<file path="src/rtl/i2c_slave.sv">
// I2C target (7-bit address) giving byte access to an external register bank
// through an auto-incrementing 8-bit pointer. SCL/SDA are oversampled by clk.
module i2c_slave #(
    parameter logic [6:0] SLAVE_ADDR  = 7'h50,
    parameter int         SYNC_STAGES = 2
) (
    input  logic       clk,
    input  logic       reset,
    input  logic       sda_in,
    output logic       sda_out,
    output logic       sda_oen,
    input  logic       scl_in,
    output logic [7:0] reg_addr,
    output logic [7:0] reg_wdata,
    output logic       reg_we,
    output logic       reg_re,
    input  logic [7:0] reg_rdata,
    output logic       busy
);

    typedef enum logic [3:0] {
        S_IDLE,
        S_ADDR,
        S_ADDR_ACK,
        S_RX_PTR,
        S_RX_DATA,
        S_RX_ACK,
        S_TX_DATA,
        S_TX_ACK,
        S_WAIT_STOP
    } state_t;

    logic [SYNC_STAGES-1:0] scl_sync;
    logic [SYNC_STAGES-1:0] sda_sync;
    logic                   scl_prev;
    logic                   sda_prev;
    logic                   scl_s;
    logic                   sda_s;
    logic                   scl_rise;
    logic                   scl_fall;
    logic                   start_det;
    logic                   stop_det;

    state_t      state;
    state_t      state_n;
    logic [3:0]  bit_cnt;
    logic [3:0]  bit_cnt_n;
    logic [7:0]  rx_sr;
    logic [7:0]  rx_sr_n;
    logic [7:0]  tx_sr;
    logic [7:0]  tx_sr_n;
    logic        rw;
    logic        rw_n;
    logic [7:0]  ptr_n;
    logic [7:0]  wdata_n;
    logic        we_n;
    logic        oen_n;
    logic        busy_n;

    // Bus pins idle high, so the synchronizers reset to 1 to avoid a phantom edge.
    always_ff @(posedge clk or negedge reset) begin
        if (!reset) begin
            scl_sync <= '1;
            sda_sync <= '1;
            scl_prev <= 1'b1;
            sda_prev <= 1'b1;
        end else begin
            // NOTE: sequential state uses non-blocking assignments so every flop
            // samples the pre-edge value of its neighbour, forming a true shift chain.
            scl_sync <= {scl_sync[SYNC_STAGES-2:0], scl_in};
            sda_sync <= {sda_sync[SYNC_STAGES-2:0], sda_in};
            scl_prev <= scl_sync[SYNC_STAGES-1];
            sda_prev <= sda_sync[SYNC_STAGES-1];
        end
    end

    assign scl_s     = scl_sync[SYNC_STAGES-1];
    assign sda_s     = sda_sync[SYNC_STAGES-1];
    assign scl_rise  = scl_s & ~scl_prev;
    assign scl_fall  = ~scl_s & scl_prev;
    assign start_det = ~sda_s & sda_prev & scl_s;
    assign stop_det  = sda_s & ~sda_prev & scl_s;

    assign sda_out = 1'b0;

    always_ff @(posedge clk or negedge reset) begin
        if (!reset) begin
            state     <= S_IDLE;
            bit_cnt   <= 4'd0;
            rx_sr     <= 8'h00;
            tx_sr     <= 8'h00;
            rw        <= 1'b0;
            reg_addr  <= 8'h00;
            reg_wdata <= 8'h00;
            reg_we    <= 1'b0;
            sda_oen   <= 1'b1;
            busy      <= 1'b0;
        end else begin
            state     <= state_n;
            bit_cnt   <= bit_cnt_n;
            rx_sr     <= rx_sr_n;
            tx_sr     <= tx_sr_n;
            rw        <= rw_n;
            reg_addr  <= ptr_n;
            reg_wdata <= wdata_n;
            reg_we    <= we_n;
            sda_oen   <= oen_n;
            busy      <= busy_n;
        end
    end

    always_comb begin
        // NOTE: every signal driven here gets a default first; a path that leaves
        // one unassigned would infer a latch.
        state_n   = state;
        bit_cnt_n = bit_cnt;
        rx_sr_n   = rx_sr;
        tx_sr_n   = tx_sr;
        rw_n      = rw;
        ptr_n     = reg_we ? reg_addr + 8'd1 : reg_addr;
        wdata_n   = reg_wdata;
        we_n      = 1'b0;
        reg_re    = 1'b0;
        oen_n     = sda_oen;
        busy_n    = busy;

        if (start_det) begin
            state_n   = S_ADDR;
            bit_cnt_n = 4'd0;
            oen_n     = 1'b1;
        end else if (stop_det) begin
            state_n = S_IDLE;
            oen_n   = 1'b1;
            busy_n  = 1'b0;
        end else begin
            unique case (state)
                S_IDLE, S_WAIT_STOP: ;

                S_ADDR: begin
                    if (scl_rise && bit_cnt != 4'd8) begin
                        rx_sr_n   = {rx_sr[6:0], sda_s};
                        bit_cnt_n = bit_cnt + 4'd1;
                    end else if (scl_fall && bit_cnt == 4'd8) begin
                        if (rx_sr[7:1] == SLAVE_ADDR) begin
                            state_n = S_ADDR_ACK;
                            oen_n   = 1'b0;
                            busy_n  = 1'b1;
                            rw_n    = rx_sr[0];
                        end else begin
                            state_n = S_WAIT_STOP;
                            oen_n   = 1'b1;
                            busy_n  = 1'b0;
                        end
                    end
                end

                // The fall ending the ACK either hands SDA back or starts driving read data.
                S_ADDR_ACK: begin
                    if (scl_fall) begin
                        bit_cnt_n = 4'd0;
                        if (rw) begin
                            state_n = S_TX_DATA;
                            reg_re  = 1'b1;
                            tx_sr_n = reg_rdata;
                            oen_n   = reg_rdata[7];
                        end else begin
                            state_n = S_RX_PTR;
                            oen_n   = 1'b1;
                        end
                    end
                end

                S_RX_PTR, S_RX_DATA: begin
                    if (scl_rise && bit_cnt != 4'd8) begin
                        rx_sr_n   = {rx_sr[6:0], sda_s};
                        bit_cnt_n = bit_cnt + 4'd1;
                        if (state == S_RX_DATA && bit_cnt == 4'd7) begin
                            we_n    = 1'b1;
                            wdata_n = {rx_sr[6:0], sda_s};
                        end
                    end else if (scl_fall && bit_cnt == 4'd8) begin
                        state_n = S_RX_ACK;
                        oen_n   = 1'b0;
                        if (state == S_RX_PTR) begin
                            ptr_n = rx_sr;
                        end
                    end
                end

                S_RX_ACK: begin
                    if (scl_fall) begin
                        state_n   = S_RX_DATA;
                        bit_cnt_n = 4'd0;
                        oen_n     = 1'b1;
                    end
                end

                S_TX_DATA: begin
                    if (scl_rise && bit_cnt != 4'd8) begin
                        bit_cnt_n = bit_cnt + 4'd1;
                    end else if (scl_fall && bit_cnt == 4'd8) begin
                        state_n   = S_TX_ACK;
                        bit_cnt_n = 4'd0;
                        oen_n     = 1'b1;
                    end else if (scl_fall && bit_cnt != 4'd0) begin
                        tx_sr_n = {tx_sr[6:0], 1'b0};
                        oen_n   = tx_sr[6];
                    end
                end

                // bit_cnt==1 marks a master ACK seen on the rise; the pointer moves
                // there so reg_rdata is already valid for the reload on the fall.
                S_TX_ACK: begin
                    if (scl_rise) begin
                        if (sda_s) begin
                            state_n = S_WAIT_STOP;
                        end else begin
                            ptr_n     = reg_addr + 8'd1;
                            bit_cnt_n = 4'd1;
                        end
                    end else if (scl_fall && bit_cnt == 4'd1) begin
                        state_n   = S_TX_DATA;
                        bit_cnt_n = 4'd0;
                        reg_re    = 1'b1;
                        tx_sr_n   = reg_rdata;
                        oen_n     = reg_rdata[7];
                    end
                end

                default: state_n = S_IDLE;
            endcase
        end
    end

endmodule

</file>
<file path="config.mk">
export PLATFORM = sky130hd
export DESIGN_NAME = i2c_slave
export DESIGN_NICKNAME = d
export VERILOG_FILES = /design/src/rtl/i2c_slave.sv
export SDC_FILE = /design/constraint.sdc
export NUM_CORES = 1
export LEC_CHECK = 0
export ABC_AREA = 1
export BUFFER_PORTS_ARGS = -buffer_cell sky130_fd_sc_hd__buf_2
export CAP_MARGIN = 20
export CORE_ASPECT_RATIO = 1.5
export CORE_UTILIZATION = 44
export DETAILED_ROUTE_END_ITERATION = 6
export PLACE_DENSITY = 0.65
export REMOVE_ABC_BUFFERS = 1
export SETUP_SLACK_MARGIN = 0.2
export SLEW_MARGIN = 20
export SYNTH_ARGS = -nofsm -noshare
export SYNTH_HDL_FRONTEND = slang
export SYNTH_SLANG_ARGS = --single-unit
</file>
<file path="constraint.sdc">
create_clock -name clk -period 3.4 [get_ports clk]
set_input_delay 1.02 -clock clk [delete_from_list [all_inputs] [get_ports clk]]
set_output_delay 1.02 -clock clk [all_outputs]
set_load 0.01 [all_outputs]
</file>
==> results of run 1 <==
-- cell usage in the layout, fill, tap and decap left out --
cell type	instances
sky130_fd_sc_hd__o21ai_1	15
sky130_fd_sc_hd__nand2_1	189
sky130_fd_sc_hd__nand3_2	1
sky130_fd_sc_hd__or2_0	1
sky130_fd_sc_hd__bufinv_16	1
sky130_fd_sc_hd__a21oi_1	7
sky130_fd_sc_hd__buf_2	31
sky130_fd_sc_hd__and2_4	1
sky130_fd_sc_hd__nand3_1	45
sky130_fd_sc_hd__o211ai_1	3
sky130_fd_sc_hd__buf_4	1
sky130_fd_sc_hd__nor3_1	3
sky130_fd_sc_hd__inv_1	54
sky130_fd_sc_hd__xnor2_1	1
sky130_fd_sc_hd__nor2_2	6
sky130_fd_sc_hd__dfrtp_1	42
sky130_fd_sc_hd__o22ai_1	2
sky130_fd_sc_hd__clkbuf_8	5
sky130_fd_sc_hd__o21ai_2	1
sky130_fd_sc_hd__xor2_1	2
sky130_fd_sc_hd__nand2_2	4
sky130_fd_sc_hd__nor2_1	29
sky130_fd_sc_hd__nor2_4	1
sky130_fd_sc_hd__a21boi_0	1
sky130_fd_sc_hd__inv_2	2
sky130_fd_sc_hd__conb_1	1
sky130_fd_sc_hd__o21ai_0	34
sky130_fd_sc_hd__clkinv_4	1
sky130_fd_sc_hd__dfstp_2	7
sky130_fd_sc_hd__ha_1	4
sky130_fd_sc_hd__nand4_1	3
sky130_fd_sc_hd__inv_8	1
sky130_fd_sc_hd__o21bai_1	1
-- final cells by class --
cell class                      count  area (um^2)  share of cell area [%]
Clock buffer                        5         68.8                    2.01
Inverter                           56          210                    6.15
Tap cell                           78         97.6                    2.85
Timing Repair Buffer               32          163                    4.76
Multi-Input combinational cell    355         1600                    46.7
Clock inverter                      3         50.0                    1.46
Sequential cell                    49         1230                    36.1
-- metrics by stage --
stage | worst slack, ns | total power (W) | instances | instance area [um^2] | utilization [%]
floorplan | 1.25 | 0.000873 | 460 | 3040 | -
global placement | 1.07 | 0.000954 | 570 | 3300 | 48.5
detailed placement | 1.05 | 0.000960 | 570 | 3300 | 48.5
CTS | 0.689 | 0.00141 | 578 | 3420 | 50.2
global route | 0.581 | 0.00148 | 578 | 3420 | 50.2
finish | 0.718 | 0.00140 | 578 | 3420 | 50.2
-- final timing paths --
check,cells past startpoint,slack [ns],end,start
min in group asynchronous,1,0.60,reg_addr[2],reset
max reg2reg,9,1.32,state[3],scl_sync[1]
max in group asynchronous,2,2.00,scl_sync[1],reset
min,0,0.36,sda_sync[1],sda_sync[0]
min reg2reg,0,0.36,sda_sync[1],sda_sync[0]
max,5,0.72,reg_re,scl_prev
-- registers in the layout, indices dropped and copies added (netlist names) --
name / cells
scl_sync: 2
busy: 1
tx_sr: 7
reg_we: 1
sda_sync: 2
sda_oen: 1
reg_addr: 8
rw: 1
reg_wdata: 8
rx_sr: 8
scl_prev: 1
bit_cnt: 4
sda_prev: 1
state: 4
-- critical path, cell delays in order, from the launching register on --
cell and delay, ns:
sky130_fd_sc_hd__dfstp_2 0.56, sky130_fd_sc_hd__inv_1 0.05, sky130_fd_sc_hd__nor2_1 0.19, sky130_fd_sc_hd__nand3_1 0.17
sky130_fd_sc_hd__o22ai_1 0.22, sky130_fd_sc_hd__buf_2 0.16
-- logic make-up (layout without fill, tap and decap cells) --
| family | count (synthesis) | after routing | synth area share (%) |
|---|---|---|---|
| other | 1 | 1 | 0.122 |
| XOR/XNOR | 3 | 3 | 0.852 |
| buffers and inverters | 64 | 96 | 8.27 |
| AO/OA/AOI/OAI | 64 | 64 | 11.0 |
| AND/OR/NAND/NOR | 283 | 283 | 38.1 |
| adder cells (fa/ha/maj) | 4 | 4 | 1.62 |
| flip-flops | 49 | 49 | 40.0 |
-- power by group through the flow --
stage	Combinational, W	Sequential, W	Clock, W
finish	0.000264	0.000688	0.000445
floorplan	0.000184	0.000689	0
global placement	0.000261	0.000693	0
global route	0.000304	0.000694	0.000481
CTS	0.000265	0.000686	0.000458
detailed placement	0.000263	0.000697	0
-- per-layer routing --
metal / global-route usage, % / part of all wire (%) / vias up
li1: - / - / 1538
met3: 3.86 / 4.2 / 13
met1: 26.6 / 41 / 1371
met4: 9.14 / 1.8 / 0
met2: 40.1 / 53 / 94
met5: 0 / 0 / -
==> flow_summary.yaml, run 1 <==
run_status:
  outcome: "finished, final reports clean"
timing:
  whs_ns: 0.360
  drv_slew: 0
  fin_skew_ns: 0.00930
  min_period_ns: 2.68
  timing.slew.headroom_pct: 65.9
  totalNegativeSetupSlack_ns: 0
  layout_worst_path_cycle_share_pct: 78.9
  report.final.hold_viol_count: 0
  worst-slew-pin-transition_ns: 0.509
  grt_setup_unrepaired: "no"
  timing.final.setup_violations: 0
  max_freq_mhz: 373
logic_synthesis:
  yosysWarnings: 0
  synth.most_common_cell: "sky130_fd_sc_hd__nand2_1"
  synth_top_area_share_pct: 34.1
  synthesis.instances: 468
  ys_seq_area_share_pct: 40.0
  post_synth_num_cell_types: 31
  ys_async_sr_fraction_pct: 100
  synth_top_flop_cell: "sky130_fd_sc_hd__dfrtp_1"
  synth.largest_area_cell: "sky130_fd_sc_hd__dfrtp_1"
  synthesis.area_per_instance_um2: 6.59
  ys_top_cells_by_count: "sky130_fd_sc_hd__nand2_1 (189), sky130_fd_sc_hd__inv_1 (54), sky130_fd_sc_hd__nand3_1 (45)"
  synth_seq_cells: 49
  synth_area_leaders: "sky130_fd_sc_hd__dfrtp_1 (34%), sky130_fd_sc_hd__nand2_1 (23%), sky130_fd_sc_hd__nand3_1 (7.3%)"
  synth_edf_count: 0
  syn-cell-area_mm2: 0.00309
grt:
  overflow: 0
  antenna_found_initial: 0
  first_global_vias: 2839
  first_pass_grt_wire_length_um: 13200
  global_route.usage.total_pct: 22.6
  grt_max_degree: 36
pwr:
  power.share.switching_pct: 31.9
  power.clock.fraction_pct: 31.8
  p_comb_share_pct: 18.9
  seqPwrFrac_pct: 49.2
  irDropWorstVdd_mv: 0.269
  leakagePower_nw: 1.89
  p_per_area_mw_per_mm2: 409
  intPower_w: 0.000951
  p_sw_w: 0.000446
clock_tree:
  cts_inserted_buffers: 5
  worstSkewPairLatency_ns: 0.32
  post_cts_resized: 0
  holdBufCountCts: 0
  h_tree_depth: 2
  cts_root_buf: "sky130_fd_sc_hd__clkbuf_8"
  count_of_buffers_added_by_post_cts_timing_repair_for_setup: 0
  cts.path.max_buffers: 2
  cts_tree: "done"
  path_clk_slew_ns: 0.09
  clock_sink_count: 49
drt:
  drtIter0Drc: 223
  wl_per_cell_um: 13.4
  residual_drc_count: 0
  drt-vias-per-instance: 5.22
  route.antenna.remaining_nets: 0
  drt_pre_antenna_iters: 5
  totalWireLength_um: 7720
  vias: 3016
layout:
  drive_gt1_share_pct: 12.6
  antenna_cells: 0
  synthToLayoutAreaGrowth_pct: 10.8
  fin_nets: 515
  final.fill_count: 692
floorplan:
  row_count: 37
  fp.dieArea_mm2: 0.00736
  die_height_um: 105
  die_x_um: 70.4
  initial_utilization_pct: 45.3
  pin_count: 33
  fp.coreArea_mm2: 0.00681
job:
  max-cap-violations: 0
worst_setup_path:
  critical_path_required_ns: 2.38
  timing.critical_path.arrival_ns: 1.66
  timing.critical_path.to_type: "output port"
  start_kind: "flop"
  critical_path_class: "flop to output port"
  timing.critical_path.fanout_max: 4
placement:
  port_buffers: 31
  globalplace.congestion: 0.962
  hpwl_um: 5880
worst_hold_path:
  hp-class: "flop to flop"
Note: power is estimated with default switching activity, not from simulation.
==> run 2, diff against run 1 <==
- clock period: 3.4 -> 2.65 ns (I/O delays scaled with it)
==> run 2 against run 1 <==
- total power rose by 23%
- first-iteration DRC count shrank 21%
- routed wire length fell by 1.1%
- critical path depth is 1 higher
- design area up 0.55%
- clock-buffer cell count grew 1
- critical path type unchanged
- largest power group unchanged
- highest routed layer unchanged
==> flow_summary.yaml, run 2 (synthesized netlist as in run 1, its figures left out) <==
run_status:
  outcome: "finished, final reports clean"
worst_setup_path:
  critPathMaxStageDelay_ns: 0.44
  reg2reg_depth: 11
  start_kind: "flop"
  timing.critical_path.fanout_max: 7
  rr_startpoint: "bit_cnt[0]"
  r2r_setup_slack_ns: 0.61
  crit_reg_reg_endpoint: "reg_addr[0]"
  timing.critical_path.to_type: "output port"
  timing.critical_path.arrival_ns: 1.52
  crit_path_end: "reg_re"
  critical_path_required_ns: 1.86
  timing.critical_path.from: "state[3]"
  critical_path_class: "flop to output port"
  path_cells: "nor2_2 > nand2_2 > inv_1 > nand2_1 > o22ai_1 > buf_2"
  crit_path_top_delay_cell: "sky130_fd_sc_hd__dfrtp_1"
placement:
  hpwl_um: 5850
  globalplace.congestion: 0.977
  pre_cts_slack_ns: 0.593
  placed_area_mm2: 0.00333
  port_buffers: 31
timing:
  final_critical_path_setup_slack_ns: 0.333
  drv_slew: 0
  max_freq_mhz: 432
  worst-slew-pin-transition_ns: 0.551
  min_period_ns: 2.32
  fin_skew_ns: 0.0114
  layout_worst_path_cycle_share_pct: 87.4
  totalNegativeSetupSlack_ns: 0
  timing.slew.headroom_pct: 63.2
  report.final.hold_viol_count: 0
  grt_setup_unrepaired: "no"
  timing.final.setup_violations: 0
pwr:
  leakagePower_nw: 1.89
  final_total_pwr_w: 0.00171
  p_per_area_mw_per_mm2: 498
  irDropWorstVdd_mv: 0.370
worst_hold_path:
  worstHoldPathCells: 0
  hp-class: "flop to flop"
  hold_start: "scl_sync[0]"
grt:
  antenna_found_initial: 0
  overflow: 0
  first_global_vias: 2836
  grt_max_degree: 30
  first_pass_grt_wire_length_um: 12900
  global_route.usage.total_pct: 22.1
clock_tree:
  cts_inserted_buffers: 5
  holdBufCountCts: 0
  post_cts_resized: 0
  worstSkewPairLatency_ns: 0.32
  clock_sink_count: 49
  h_tree_depth: 2
  cts.path.max_buffers: 2
  count_of_buffers_added_by_post_cts_timing_repair_for_setup: 0
  path_clk_slew_ns: 0.10
  cts_tree: "done"
  cts_root_buf: "sky130_fd_sc_hd__clkbuf_8"
drt:
  drt_pre_antenna_iters: 4
  drtIter0Drc: 176
  route.antenna.remaining_nets: 0
  residual_drc_count: 0
  vias: 2994
  wl_per_cell_um: 13.2
  totalWireLength_um: 7640
  drt-vias-per-instance: 5.16
floorplan:
  fp.coreArea_mm2: 0.00681
  die_height_um: 105
  pin_count: 33
  fp.dieArea_mm2: 0.00736
  initial_utilization_pct: 45.3
  row_count: 37
  die_x_um: 70.4
layout:
  fin_nets: 517
  layout_common_cells: "sky130_fd_sc_hd__nand2_1 (189), sky130_fd_sc_hd__inv_1 (54), sky130_fd_sc_hd__nand3_1 (44)"
  largestRegisters: "reg_addr x8, reg_wdata x8, rx_sr x8"
  final.fill_count: 727
  antenna_cells: 0
  synthToLayoutAreaGrowth_pct: 11.4
  layout_commonest_cell: "sky130_fd_sc_hd__nand2_1"
  finished_cell_area_mm2: 0.00344
  drive_gt1_share_pct: 13.7
job:
  max-cap-violations: 0
[run 2: area by class of cell]
type / instances / area, um^2 / area share (%)
sequential: 49 / 1240 / 36.0
inverter: 56 / 210 / 6.11
timing repair buffer: 34 / 190 / 5.53
tap: 78 / 97.6 / 2.84
multi-input combinational: 355 / 1610 / 46.7
clock buffer: 6 / 82.6 / 2.40
clock inverter: 2 / 16.3 / 0.473
[run 2: stage by stage]
stage / hold slack (ns) / utilization, % / cells
2_1_floorplan: 0.345 / - / 460
3_3_place_gp: 0.346 / 48.9 / 572
3_5_place_dp: 0.347 / 48.9 / 572
4_1_cts: 0.361 / 50.4 / 580
5_1_grt: 0.363 / 50.5 / 580
6_report: 0.360 / 50.5 / 580
[run 2: worst min path at each step]
| stage | to | slack [ns] |
|---|---|---|
| 2_1_floorplan | scl_sync[1] | 0.35 |
| 3_3_place_gp | sda_sync[1] | 0.35 |
| 3_5_place_dp | scl_sync[1] | 0.35 |
| 4_1_cts | scl_sync[1] | 0.36 |
| 5_1_grt | scl_sync[1] | 0.36 |
| 6_report | scl_sync[1] | 0.36 |
[run 2: layer usage]
metal | track usage [%] | up-vias | wire (um)
met5 | 0 | - | 0
met4 | 10.3 | 0 | 220
met3 | 3.47 | 16 | 230
met2 | 39.9 | 57 | 3970
met1 | 25.0 | 1382 | 3220
li1 | - | 1539 | -
[run 2: worst max-delay path: cells and delay by family (launching register included)]
kind | cells | cell delay [ns]
DFF | 1 | 0.44
AOI/OAI and AO/OA | 1 | 0.11
buffers and inverters | 2 | 0.24
and+or+nand+nor | 3 | 0.42
[run 2: where the power goes]
group	leakage, nW	switching [W]	total [W]	internal, W
sequential	0.616	0.0000659	0.000882	0.000816
clock	0.0478	0.000272	0.000487	0.000215
combinational	1.22	0.000224	0.000343	0.000120
==> run 3, diff against run 2 <==
- RECOVER_POWER: not set -> 100
==> run 3 against run 2 <==
- die area did not move
- fmax fell by 2.4%
- setup slack got worse by 0.057 ns
- sequential power barely moved
- non-clock buffer count did not move
- worst hold slack improved by 0.0052 ns
- via count rose by 1.1%
- critical path type unchanged
- highest routed layer unchanged
==> flow_summary.yaml, run 3 (synthesized netlist as in run 1, its figures left out) <==
run_status:
  outcome: "finished, final reports clean"
timing:
  timing.slew.headroom_pct: 18.3
  max_freq_mhz: 421
  timing.final.setup_violations: 0
  min_period_ns: 2.37
  fin_skew_ns: 0.0119
  layout_worst_path_cycle_share_pct: 89.6
  totalNegativeSetupSlack_ns: 0
  drv_slew: 0
  final_critical_path_setup_slack_ns: 0.276
  report.final.hold_viol_count: 0
  grt_setup_unrepaired: "no"
  worst-slew-pin-transition_ns: 1.22
placement:
  pre_cts_slack_ns: 0.593
  port_buffers: 31
  placedCellCount: 572
  globalplace.congestion: 0.977
  hpwl_um: 5850
pwr:
  intPower_w: 0.00114
  power.share.switching_pct: 32.8
  leakagePower_nw: 1.80
  p_per_area_mw_per_mm2: 503
  p_comb_share_pct: 19.8
  power.clock.fraction_pct: 28.6
  irDropWorstVdd_mv: 0.370
  seqPwrFrac_pct: 51.7
  p_sw_w: 0.000559
worst_hold_path:
  hold_start: "scl_sync[0]"
  hp-class: "flop to flop"
drt:
  route.antenna.remaining_nets: 0
  drtIter0Drc: 181
  wl_per_cell_um: 13.3
  totalWireLength_um: 7700
  drt-vias-per-instance: 5.22
  residual_drc_count: 0
  vias: 3028
  drt_pre_antenna_iters: 4
floorplan:
  pin_count: 33
  fp.dieArea_mm2: 0.00736
  fp.coreArea_mm2: 0.00681
  die_height_um: 105
  die_x_um: 70.4
  initial_utilization_pct: 45.3
  row_count: 37
layout:
  synthToLayoutAreaGrowth_pct: 9.73
  antenna_cells: 0
  layout_common_cells: "sky130_fd_sc_hd__nand2_1 (191), sky130_fd_sc_hd__inv_1 (54), sky130_fd_sc_hd__o21ai_0 (48)"
  largestRegisters: "reg_addr x8, reg_wdata x8, rx_sr x8"
  final.fill_count: 727
  layout_commonest_cell: "sky130_fd_sc_hd__nand2_1"
  instances_no_fill: 580
  fin_nets: 517
  drive_gt1_share_pct: 8.57
clock_tree:
  path_clk_slew_ns: 0.10
  cts_inserted_buffers: 5
  h_tree_depth: 2
  holdBufCountCts: 0
  cts.path.max_buffers: 2
  cts_tree: "done"
  worstSkewPairLatency_ns: 0.32
  count_of_buffers_added_by_post_cts_timing_repair_for_setup: 0
  post_cts_resized: 0
  clock_sink_count: 49
  cts_root_buf: "sky130_fd_sc_hd__clkbuf_8"
worst_setup_path:
  timing.critical_path.arrival_ns: 1.58
  timing.critical_path.to_type: "output port"
  critical-path-top-delay-family: "simple AND/OR/NAND/NOR gates"
  r2r_setup_slack_ns: 0.37
  start_kind: "flop"
  timing.critical_path.from: "state[3]"
  worstSetupPathDepth: 6
  crit_path_end: "reg_re"
  timing.critical_path.fanout_max: 7
  critPathMaxStageDelay_ns: 0.44
  critical_path_required_ns: 1.86
  critical_path_buf_inv_count: 2
  crit_path_top_delay_cell: "sky130_fd_sc_hd__dfrtp_1"
  critPathMostFrequentCell: "sky130_fd_sc_hd__nand2_1"
  crit_reg_reg_endpoint: "reg_addr[1]"
  path_cells: "nor2_2 > nand2_1 > inv_1 > nand2_1 > o22ai_1 > buf_2"
  rr_startpoint: "sda_sync[1]"
  reg2reg_depth: 7
  critical_path_class: "flop to output port"
grt:
  grt_max_degree: 30
  antenna_found_initial: 0
  global_route.usage.total_pct: 22.1
  first_pass_grt_wire_length_um: 12900
  first_global_vias: 2836
  overflow: 0
job:
  max-cap-violations: 0
## run 3: final cells by class
type | count | area, um^2 | area share (%)
inverter | 56 | 210 | 6.21
clock buffer | 6 | 82.6 | 2.44
clock inverter | 2 | 16.3 | 0.480
sequential | 49 | 1240 | 36.5
timing repair buffer | 34 | 151 | 4.47
multi-input combinational | 355 | 1590 | 47.0
tap | 78 | 97.6 | 2.88
## run 3: worst min-delay path by stage
stage	slack (ns)	endpoint	cells after the start
final	0.37	scl_sync[1]	0
after detailed placement	0.35	scl_sync[1]	0
after global placement	0.35	sda_sync[1]	0
after floorplan	0.35	scl_sync[1]	0
after CTS	0.36	scl_sync[1]	0
after global routing	0.37	scl_sync[1]	0
## run 3: power by group through the flow
stage	Clock, W	Sequential, W	Combinational (W)
finish	0.000487	0.000880	0.000337
global route	0.000527	0.000890	0.000396
CTS	0.000504	0.000882	0.000341
detailed placement	0	0.000895	0.000339
global placement	0	0.000892	0.000332
floorplan	0	0.000884	0.000237
## run 3: through the flow
stage | cell area (um^2) | hold WS, ns | util, % | power (W)
3_5_place_dp | 3330 | 0.347 | 48.9 | 0.00123
3_3_place_gp | 3330 | 0.346 | 48.9 | 0.00122
5_1_grt | 3390 | 0.368 | 49.8 | 0.00181
4_1_cts | 3430 | 0.361 | 50.4 | 0.00173
2_1_floorplan | 3040 | 0.345 | - | 0.00112
6_report | 3390 | 0.365 | 49.8 | 0.00170
## run 3: routing by layer
layer	vias up	GRT usage, %	part of all wire (%)
met5	-	0	0
met4	0	10.3	2.9
met3	16	3.47	4.5
met2	91	39.9	51
met1	1385	25.0	42
li1	1536	-	-
